`src/rtl/y_wr_coalescer_pkg.sv`:
```
// ---------------------------------------------------------------------------
// y_wr_coalescer_pkg
//   Shared definitions for the Y write coalescer:
//   - ywc_state_t  : coalescer FSM states (EMPTY, ACCUM, ISSUE)
//   - YWC_L        : lanes per write beat for the default geometry
//   - YWC_LANE_W   : width of a lane index for the default geometry
//   - ywc_entry_t  : input FIFO entry {idx, data}
// ---------------------------------------------------------------------------
package y_wr_coalescer_pkg;

  localparam int YWC_DW        = 16;
  localparam int YWC_IDX_W     = 16;
  localparam int YWC_BUS_BYTES = 32;
  localparam int YWC_L         = YWC_BUS_BYTES * 8 / YWC_DW;
  localparam int YWC_LANE_W    = $clog2(YWC_L);

  typedef enum logic [1:0] {
    ST_EMPTY = 2'd0,
    ST_ACCUM = 2'd1,
    ST_ISSUE = 2'd2
  } ywc_state_t;

  typedef struct packed {
    logic [YWC_IDX_W-1:0] idx;
    logic [YWC_DW-1:0]    data;
  } ywc_entry_t;

endpackage

```
`src/rtl/ywc_fifo.sv`:
```
// ---------------------------------------------------------------------------
// ywc_fifo
//   Synchronous first-word-fall-through FIFO used as the input skid buffer.
//   rdata always shows the oldest entry while empty is low.
//   Ports:
//     clk, rstn      clock, asynchronous active-low reset (clears pointers)
//     push, wdata    write strobe and data (caller guarantees space, or a
//                    simultaneous pop when full)
//     pop            read strobe (caller guarantees not empty)
//     rdata          head entry
//     full, empty    status flags
// ---------------------------------------------------------------------------
module ywc_fifo #(
  parameter int W     = 32,
  parameter int DEPTH = 8
) (
  input  logic         clk,
  input  logic         rstn,
  input  logic         push,
  input  logic [W-1:0] wdata,
  input  logic         pop,
  output logic [W-1:0] rdata,
  output logic         full,
  output logic         empty
);

  localparam int AW = $clog2(DEPTH);

  logic [W-1:0] mem [DEPTH];
  // One extra pointer bit distinguishes full from empty.
  logic [AW:0]  wptr;
  logic [AW:0]  rptr;

  always_ff @(posedge clk or negedge rstn) begin
    if (!rstn) begin
      wptr <= '0;
      rptr <= '0;
    end else begin
      if (push) wptr <= wptr + 1'b1;
      if (pop)  rptr <= rptr + 1'b1;
    end
  end

  // Storage needs no reset; the pointers define what is valid.
  always_ff @(posedge clk) begin
    if (push) mem[wptr[AW-1:0]] <= wdata;
  end

  assign rdata = mem[rptr[AW-1:0]];
  assign empty = (wptr == rptr);
  assign full  = (wptr[AW] != rptr[AW]) && (wptr[AW-1:0] == rptr[AW-1:0]);

endmodule

```
`src/rtl/y_wr_coalescer.sv`:
```
// ---------------------------------------------------------------------------
// y_wr_coalescer
//   Collects scalar y results (idx, data) from the SSM block and merges
//   elements that fall into the same BUS_BYTES-aligned beat into a single
//   strobed write. Elements go through a small skid FIFO (no backpressure on
//   the result side; a full FIFO drops and sets the sticky overflow flag).
//
//   Optional feature: define YWC_TIMEOUT_EN to force-issue a partial beat
//   after TIMEOUT consecutive ACCUM cycles without a pop.
//
//   Ports:
//     clk, rstn            clock, asynchronous active-low reset
//     y_valid_i/y_data_i/y_idx_i   result strobe, element, flat index
//     base_addr_i          byte base of the Y buffer (BUS_BYTES aligned)
//     flush_i              force-issue the open beat (ACCUM only)
//     wr_valid_o/wr_ready_i        write handshake
//     wr_addr_o/wr_data_o/wr_strb_o  beat address, data, byte enables
//     overflow_o           sticky: an element was dropped
//     idle_o               FIFO empty, no open beat, nothing pending
//     dbg_state_o          current coalescer FSM state
//
//   Handshake: wr_valid_o stays high with addr/data/strb stable until
//   wr_ready_i is sampled high on a rising clk edge; the beat transfers on
//   that edge. Reset while wr_valid_o is high discards the beat.
// ---------------------------------------------------------------------------
module y_wr_coalescer
  import y_wr_coalescer_pkg::*;
#(
  parameter int DW         = YWC_DW,
  parameter int BUS_BYTES  = YWC_BUS_BYTES,
  parameter int IDX_W      = YWC_IDX_W,
  parameter int FIFO_DEPTH = 8,
  parameter int TIMEOUT    = 16
) (
  input  logic                   clk,
  input  logic                   rstn,
  input  logic                   y_valid_i,
  input  logic [DW-1:0]          y_data_i,
  input  logic [IDX_W-1:0]       y_idx_i,
  input  logic [63:0]            base_addr_i,
  input  logic                   flush_i,
  output logic                   wr_valid_o,
  input  logic                   wr_ready_i,
  output logic [63:0]            wr_addr_o,
  output logic [BUS_BYTES*8-1:0] wr_data_o,
  output logic [BUS_BYTES-1:0]   wr_strb_o,
  output logic                   overflow_o,
  output logic                   idle_o,
  output logic [1:0]             dbg_state_o
);

  localparam int BPL    = DW / 8;              // bytes per lane
  localparam int L      = BUS_BYTES * 8 / DW;  // lanes per beat
  localparam int LANE_W = $clog2(L);
  localparam int BSH    = $clog2(BPL);
  localparam int BW     = BUS_BYTES * 8;

  // Elaboration-time sanity hook for unsupported geometries.
  if (TIMEOUT < 1 || (FIFO_DEPTH & (FIFO_DEPTH - 1)) != 0 ||
      YWC_L < 2 || YWC_LANE_W < 1 || L < 2) begin : g_cfg_invalid
  end

  // -------------------------------------------------------------------------
  // Address helpers
  // -------------------------------------------------------------------------
  function automatic logic [63:0] byte_addr(input logic [63:0]          base,
                                            input logic [YWC_IDX_W-1:0] idx);
    return base + (64'(idx) * 64'(BPL));
  endfunction

  function automatic logic [63:0] beat_of(input logic [63:0] ba);
    return ba & ~64'(BUS_BYTES - 1);
  endfunction

  function automatic logic [LANE_W-1:0] lane_of(input logic [63:0] ba);
    return ba[BSH +: LANE_W];
  endfunction

  // -------------------------------------------------------------------------
  // Input FIFO
  // -------------------------------------------------------------------------
  ywc_entry_t push_e;
  ywc_entry_t f_rdata;
  logic       f_push;
  logic       f_pop;
  logic       f_full;
  logic       f_empty;

  assign push_e.idx  = y_idx_i;
  assign push_e.data = y_data_i;

  // A pop in the same cycle frees the slot, so a full FIFO still accepts.
  assign f_push = y_valid_i && (!f_full || f_pop);

  ywc_fifo #(
    .W     ($bits(ywc_entry_t)),
    .DEPTH (FIFO_DEPTH)
  ) u_fifo (
    .clk   (clk),
    .rstn  (rstn),
    .push  (f_push),
    .wdata (push_e),
    .pop   (f_pop),
    .rdata (f_rdata),
    .full  (f_full),
    .empty (f_empty)
  );

  // -------------------------------------------------------------------------
  // Coalescer state
  // -------------------------------------------------------------------------
  ywc_state_t      state_q, state_d;
  logic [63:0]     addr_q, addr_d;
  logic [BW-1:0]   data_q, data_d;
  logic [L-1:0]    set_q, set_d;
  ywc_entry_t      held_q, held_d;
  logic            held_v_q, held_v_d;
  logic            overflow_q;
  logic            tmo_hit;

  logic [63:0]       pop_ba, pop_beat, held_ba, held_beat;
  logic [LANE_W-1:0] pop_lane, held_lane;

  assign pop_ba    = byte_addr(base_addr_i, f_rdata.idx);
  assign pop_beat  = beat_of(pop_ba);
  assign pop_lane  = lane_of(pop_ba);
  assign held_ba   = byte_addr(base_addr_i, held_q.idx);
  assign held_beat = beat_of(held_ba);
  assign held_lane = lane_of(held_ba);

  always_comb begin
    state_d  = state_q;
    addr_d   = addr_q;
    data_d   = data_q;
    set_d    = set_q;
    held_d   = held_q;
    held_v_d = held_v_q;
    f_pop    = 1'b0;

    case (state_q)
      ST_EMPTY: begin
        if (!f_empty) begin
          f_pop                         = 1'b1;
          addr_d                        = pop_beat;
          data_d                        = '0;
          data_d[int'(pop_lane)*DW +: DW] = f_rdata.data;
          set_d                         = '0;
          set_d[pop_lane]               = 1'b1;
          state_d                       = ST_ACCUM;
        end
      end

      ST_ACCUM: begin
        if (&set_q) begin
          // Beat completed by the previous merge; issue without popping.
          state_d = ST_ISSUE;
        end else if (!f_empty) begin
          f_pop = 1'b1;
          if (pop_beat == addr_q && !set_q[pop_lane]) begin
            data_d[int'(pop_lane)*DW +: DW] = f_rdata.data;
            set_d[pop_lane]                 = 1'b1;
            if (flush_i) state_d = ST_ISSUE;
          end else begin
            // Other beat or duplicate lane: park it, never overwrite.
            held_d   = f_rdata;
            held_v_d = 1'b1;
            state_d  = ST_ISSUE;
          end
        end else if (flush_i || tmo_hit) begin
          state_d = ST_ISSUE;
        end
      end

      ST_ISSUE: begin
        if (wr_ready_i) begin
          if (held_v_q) begin
            addr_d                           = held_beat;
            data_d                           = '0;
            data_d[int'(held_lane)*DW +: DW] = held_q.data;
            set_d                            = '0;
            set_d[held_lane]                 = 1'b1;
            held_v_d                         = 1'b0;
            state_d                          = ST_ACCUM;
          end else begin
            data_d  = '0;
            set_d   = '0;
            state_d = ST_EMPTY;
          end
        end
      end

      default: state_d = ST_EMPTY;
    endcase
  end

  always_ff @(posedge clk or negedge rstn) begin
    if (!rstn) begin
      state_q    <= ST_EMPTY;
      addr_q     <= '0;
      data_q     <= '0;
      set_q      <= '0;
      held_q     <= '0;
      held_v_q   <= 1'b0;
      overflow_q <= 1'b0;
    end else begin
      state_q  <= state_d;
      addr_q   <= addr_d;
      data_q   <= data_d;
      set_q    <= set_d;
      held_q   <= held_d;
      held_v_q <= held_v_d;
      if (y_valid_i && !f_push) overflow_q <= 1'b1;
    end
  end

  // -------------------------------------------------------------------------
  // Idle timeout
  // -------------------------------------------------------------------------
`ifdef YWC_TIMEOUT_EN
  localparam int TW = $clog2(TIMEOUT + 1);
  logic [TW-1:0] tmo_q;

  // Fires on the TIMEOUT-th consecutive ACCUM cycle without a pop.
  assign tmo_hit = (state_q == ST_ACCUM) && (tmo_q == TW'(TIMEOUT - 1));

  always_ff @(posedge clk or negedge rstn) begin
    if (!rstn) begin
      tmo_q <= '0;
    end else if (state_q == ST_ACCUM && !f_pop && state_d == ST_ACCUM) begin
      tmo_q <= tmo_q + 1'b1;
    end else begin
      tmo_q <= '0;
    end
  end
`else
  assign tmo_hit = 1'b0;
`endif

  // -------------------------------------------------------------------------
  // Outputs
  // -------------------------------------------------------------------------
  assign wr_valid_o  = (state_q == ST_ISSUE);
  assign wr_addr_o   = addr_q;
  assign wr_data_o   = data_q;
  assign overflow_o  = overflow_q;
  assign idle_o      = f_empty && (state_q == ST_EMPTY) && !held_v_q;
  assign dbg_state_o = state_q;

  for (genvar g = 0; g < L; g++) begin : g_strb
    assign wr_strb_o[g*BPL +: BPL] = {BPL{set_q[g]}};
  end

endmodule

```
`config.mk`:
```
export PLATFORM = sky130hd
export DESIGN_NAME = y_wr_coalescer
export DESIGN_NICKNAME = d
export VERILOG_FILES = /design/src/rtl/y_wr_coalescer_pkg.sv /design/src/rtl/ywc_fifo.sv /design/src/rtl/y_wr_coalescer.sv
export SDC_FILE = /design/constraint.sdc
export NUM_CORES = 1
export LEC_CHECK = 0
export CAP_MARGIN = 15
export CORE_MARGIN = 2
export CORE_UTILIZATION = 35
export DETAILED_ROUTE_END_ITERATION = 8
export GPL_TIMING_DRIVEN = 0
export PLACE_DENSITY_LB_ADDON = 0.3
export SYNTH_ARGS = -nofsm -noshare
export SYNTH_HDL_FRONTEND = slang
export SYNTH_SLANG_ARGS = --single-unit
```
`constraint.sdc`:
```
create_clock -name clk -period 21.9 [get_ports clk]
set_input_delay 3.285 -clock clk [delete_from_list [all_inputs] [get_ports clk]]
set_output_delay 3.285 -clock clk [all_outputs]
set_load 0.02 [all_outputs]
```
After elaboration in Yosys (flattened, before gate mapping) --
Memory sizes are Yosys's and may differ from the RTL's. Index checks and enable logic that the tools add are counted.
Word-level totals: register bits after elaboration 380, RAM bits 256, input bits 101, output and inout port bits 357, word-level logic and storage cells 110, memories 1
Cells by class: add/subtract/negate cells 6, order comparisons 4, eq/ne operators 13, shifts and indexed selects 4, multiplexer cells 43, bitwise logic cells 6, reduce and logical (&&, ||, !) cells 23
Memory list:
- u_fifo.mem | depth 8, width 32, rd ports 1, clocked after Yosys merged registers in 0, wr ports 1, RTL line ywc_fifo.sv:29 | logic [W-1:0] mem [DEPTH];
Operator list (number):
- $mux 256 | 6
- $pmux 256 s3 | 1
- $and 256x256->256 | 2
- $shift 16x33->256 const A | 2
- $shiftx 16x33->256 | 2
- $bwmux 256 | 1
- $mux 64 | 3
- $add 64x17->64 | 2
- $pmux 64 s2 | 1
- $mux 16 | 6
- $neg 8->33 | 2
- $eq 64x64->1 | 1
- $pmux 16 s3 | 1
- $or 16x16->16 | 1
- $reduce_and 16->1 | 1
- $mux 1 | 12
- $mux 2 | 6
- $lt 4x5->1 const B | 2
- $ne 2x2->1 const B | 5
- $add 4x1->4 const B | 2
- $demux 1 s4 | 2
- $ge 4x1->1 const B | 2
- $logic_and 1x1->1 | 8
- $reduce_and 4->1 | 2
- 18 further kinds | 26

Logic depth before layout (Yosys ltp) --
An unclocked memory read counts as a cell.
word-level depth 11, mapped depth 24

Hierarchy --
From an unflattened synthesis, not the netlist that was laid out.
Second synthesis, totals: cell total of the unflattened synthesis 3103, area total of the unflattened synthesis 34754.6 um2
By module, submodules not included:
- y_wr_coalescer | times used 1, cells an instance 2689, area an instance 24491.0 um2, sequential area each 9183.8 um2
- ywc_fifo | times used 1, cells an instance 414, area an instance 10263.6 um2, sequential area each 7887.6 um2

Worst setup path after synthesis --
Ideal clock, no wire load.
path kind input -> register, start in base_addr_i[1], end reg held_q[18] (netlist name), setup time 0.125 ns, data arrival time 7.575 ns, data required time 21.775 ns, path slack 14.201 ns, stages on the path 17, cell sequence ha_1 > inv_1 > fa_1 > clkbuf_1 > mux4_2 > mux2i_1 > mux2_2 > nand4_1 > a2111oi_2 > nand4_1 > or4_4 > or4_4 > nor2_1 > or3_1 > buf_4 > buf_4 > mux2_2
On the way: longest elaborated chain between the ends 7
Ends and longest elaborated chain:
- start: declaration | RTL line y_wr_coalescer.sv:40 | input logic [63:0] base_addr_i,
- $add 64x17->64 * | RTL line y_wr_coalescer.sv:68 | return base + (64'(idx) * 64'(BPL));
- $bmux 1 s4 | RTL line y_wr_coalescer.sv:159 | if (pop_beat == addr_q && !set_q[pop_lane]) begin
- $mux 1 (implied by the code) | RTL line y_wr_coalescer.sv:159
- $logic_not 1->1 | RTL line y_wr_coalescer.sv:159
- $logic_and 1x1->1 * | RTL line y_wr_coalescer.sv:159
- $not 1->1 (no line) *
- $reduce_and 4->1 (no line) *
- end signal: assignment | RTL line y_wr_coalescer.sv:210 | held_q <= held_d;
- end: declaration | RTL line y_wr_coalescer.sv:116 | ywc_entry_t held_q, held_d;
Every way passes the cells marked *; elsewhere a longest branch is shown, timed or not. The select of a mux whose other input is x is not followed. A chain may end at the register's enable or synchronous reset.

==> metrics <==
CTS tree done; number of global-route vias before repair 30999; #FFs+latches synth 631; Final WS setup 12.00 ns; f_max 0.1010 GHz; nets 4079; Syn Inst Count 3393; status finished, final reports clean; Worst Path Required 22.45 ns; H-tree Lvls 3; Cell Area, Synth 35490 sq um; IO Pins 458; vias 32993; Ys Warns 0; post-route ant nets 0; First-pass DRT Iterations 8; initial antenna violation count 8; DP Area 41890 sq um; Vias/cell 6.174; RSZ-0062 raised after global routing false; Arr. time, crit path 10.44 ns; DRC viols 0; Rows 116; Tcrit/Tclk final 45.19%; crit-path max FO 10; type of the worst min-delay path register to register; Fin. Hold Viols 0; # hold bufs at CTS 0; CTS root buf clkbuf_16; Distinct cells, synth 94; # resized after CTS 0; number of flops mapped to enable cells by yosys 256; slew margin rel. 3.280%; drt total wl 158600 um; Die Area 104000 sq um; Max Cap Viol 0; area of the core 100300 sq um; Synth Flop Type dfrtp_1; first-pass GRT wire length 223900 um; placer congestion estimate 1.006; clock latency on the worst-skew pair 0.66 ns; WL per Instance 29.67 um; Area Overhead vs Synth 24.74%; Total GRT Usage 29.59%; Clock Sinks 631; share of cells above drive strength 1 10.04%; clk buf depth 3; postcts setup bufs 0; critical path class register to register; final instance area 44280 sq um; post-layout min period 9.896 ns; DP HPWL 120800 um; Final Setup Violations 0; Hold WS 0.4921 ns; Seq/Total Area, Yosys 48.10%; CP startpoint kind register; Slew Viols, Final 0; Num CTS Buffers 73; initial cell density of the core 35.39%; final setup skew 0.03531 ns; die width 322.5 um; # port buffers 424; FILL cells 9576; pre-CTS setup slack 12.15 ns; ys async rst share 59.43%; Die H 322.5 um; clk slew on worst S/H paths 0.06 ns; initial drt markers 4271; mean post-synth cell area 10.46 sq um; Worst Max-Slew Pin Slew 1.451 ns; Crit. End Element register; largest net degree at the start of global routing 116; gr ovfl total 0
-- cell families after synthesis --
family / Yosys count / share of synthesized area, %
other cells: 1 / 0.01057
simple gates: 869 / 12.10
mux: 153 / 6.846
flops: 631 / 48.10
fa+ha+maj: 50 / 1.805
buf+inv: 372 / 4.526
xor+xnor: 146 / 3.705
compound gates: 1171 / 22.91
-- path summary, 6_finish.rpt --
check	startpoint	endpoint	slack [ns]	cells after the start
max in group asynchronous	rstn	wr_data_o[56]	17.59	3
max	u_fifo.rptr[0]	wr_data_o[57]	12.00	22
max reg2reg	u_fifo.rptr[0]	wr_data_o[57]	12.00	22
min	u_fifo.wptr[3]	u_fifo.wptr[3]	0.49	1
min reg2reg	u_fifo.wptr[3]	u_fifo.wptr[3]	0.49	1
min in group asynchronous	rstn	held_q[29]	2.72	1
-- placed cells by master (no fill, tap or decap), drive strengths merged, types with 29 or more instances in the layout --
cell and instances:
a21oi 221, edfxtp 256, mux2i 47, clkbuf 295
ha 48, a32o 74, inv 69, nor4 29
dfrtp 375, a221oi 46, mux2 38, clkdlybuf4s50 423
o21ai 333, nand4 54, mux4 68, nand2 347
xor2 52, a2bb2oi 193, nor3 53, o22ai 33
nor2 123, nand3 89, xnor2 92, a22o 78
buf 143
-- per-layer routing --
layer	global-route usage (%)	share of wire, %
met5	0	0.028
met3	7.578	10
met4	13.46	5.1
met1	40.39	41
met2	44.06	43
-- metrics by stage --
| step | TNS (ns) | std cells | utilization (%) |
|---|---|---|---|
| finish | 0 | 5344 | 44.15 |
| global route | 0 | 5343 | 44.15 |
| CTS | 0 | 5338 | 44.11 |
| detailed placement | 0 | 5206 | 41.77 |
| global placement | -86.84 | 5178 | 41.33 |
| floorplan | 0 | 3397 | - |
-- flip-flops by register name, summed over array words and instances (netlist names) --
register	flops
dbg_state_o	2
held_v_q	1
wr_data_o	256
u_fifo.wptr	4
u_fifo.mem	256
held_q	32
wr_addr_o	59
overflow_o	1
u_fifo.rptr	4
set_q	16
-- Yosys cell counts (all sizes together), types with 16 or more instances --
cell type | number | area, sq um
nand2 | 347 | 1303
inv | 65 | 244.0
o21ai | 333 | 1678
a32o | 74 | 740.7
xor2 | 52 | 455.4
a21oi | 221 | 1110
dfrtp | 375 | 9384
a22o | 78 | 683.2
mux4 | 68 | 1531
mux2i | 47 | 470.5
nand2b | 22 | 137.6
ha | 48 | 600.6
nand3 | 89 | 445.4
a22oi | 19 | 142.6
nor4 | 29 | 254.0
mux2 | 38 | 427.9
a2bb2oi | 193 | 1690
or3 | 16 | 100.1
clkbuf | 194 | 729.4
a221oi | 46 | 402.9
buf | 113 | 633.1
o2bb2ai | 18 | 157.7
a31oi | 21 | 131.4
edfxtp | 256 | 7687
o211ai | 26 | 250.2
nor2 | 123 | 464.2
xnor2 | 92 | 813.3
nor2b | 22 | 137.6
or2 | 25 | 156.4
and3 | 24 | 150.1
nor3 | 53 | 270.3
nand4 | 54 | 365.3
o22ai | 33 | 206.5
-- critical path: stages, from the launching register on --
cell,delay [ns]
dfrtp_1,0.36
clkbuf_1,0.21
buf_1,0.67
clkbuf_1,0.70
buf_1,0.81
mux4_2,0.60
mux2_2,0.33
ha_1,0.31
buf_2,0.19
a21oi_1,0.54
o221ai_1,0.57
or2_2,0.51
a32oi_1,0.35
o2111ai_1,0.17
a221oi_1,0.32
nand4_1,0.20
or4_4,0.57
nor4_2,0.67
a21oi_1,0.24
nor2_2,0.42
buf_2,0.50
buf_2,0.33
a2bb2oi_1,0.20
-- area by class of cell --
cell class / instances / area [sq um] / share of cell area (%)
antenna: 2 / 5.005 / 0.01130
buffer: 307 / 1363 / 3.077
clock buffer: 98 / 1991 / 4.496
clock inverter: 34 / 359.1 / 0.8110
inverter: 65 / 244.0 / 0.5510
multi-input combinational: 2394 / 16880 / 38.12
sequential: 631 / 17070 / 38.56
tap: 1357 / 1698 / 3.835
timing repair buffer: 456 / 4669 / 10.55
Power is left out: the tool's default activity adds up to more than one toggle a clock period on the data nets, which glitch-free logic cannot reach.
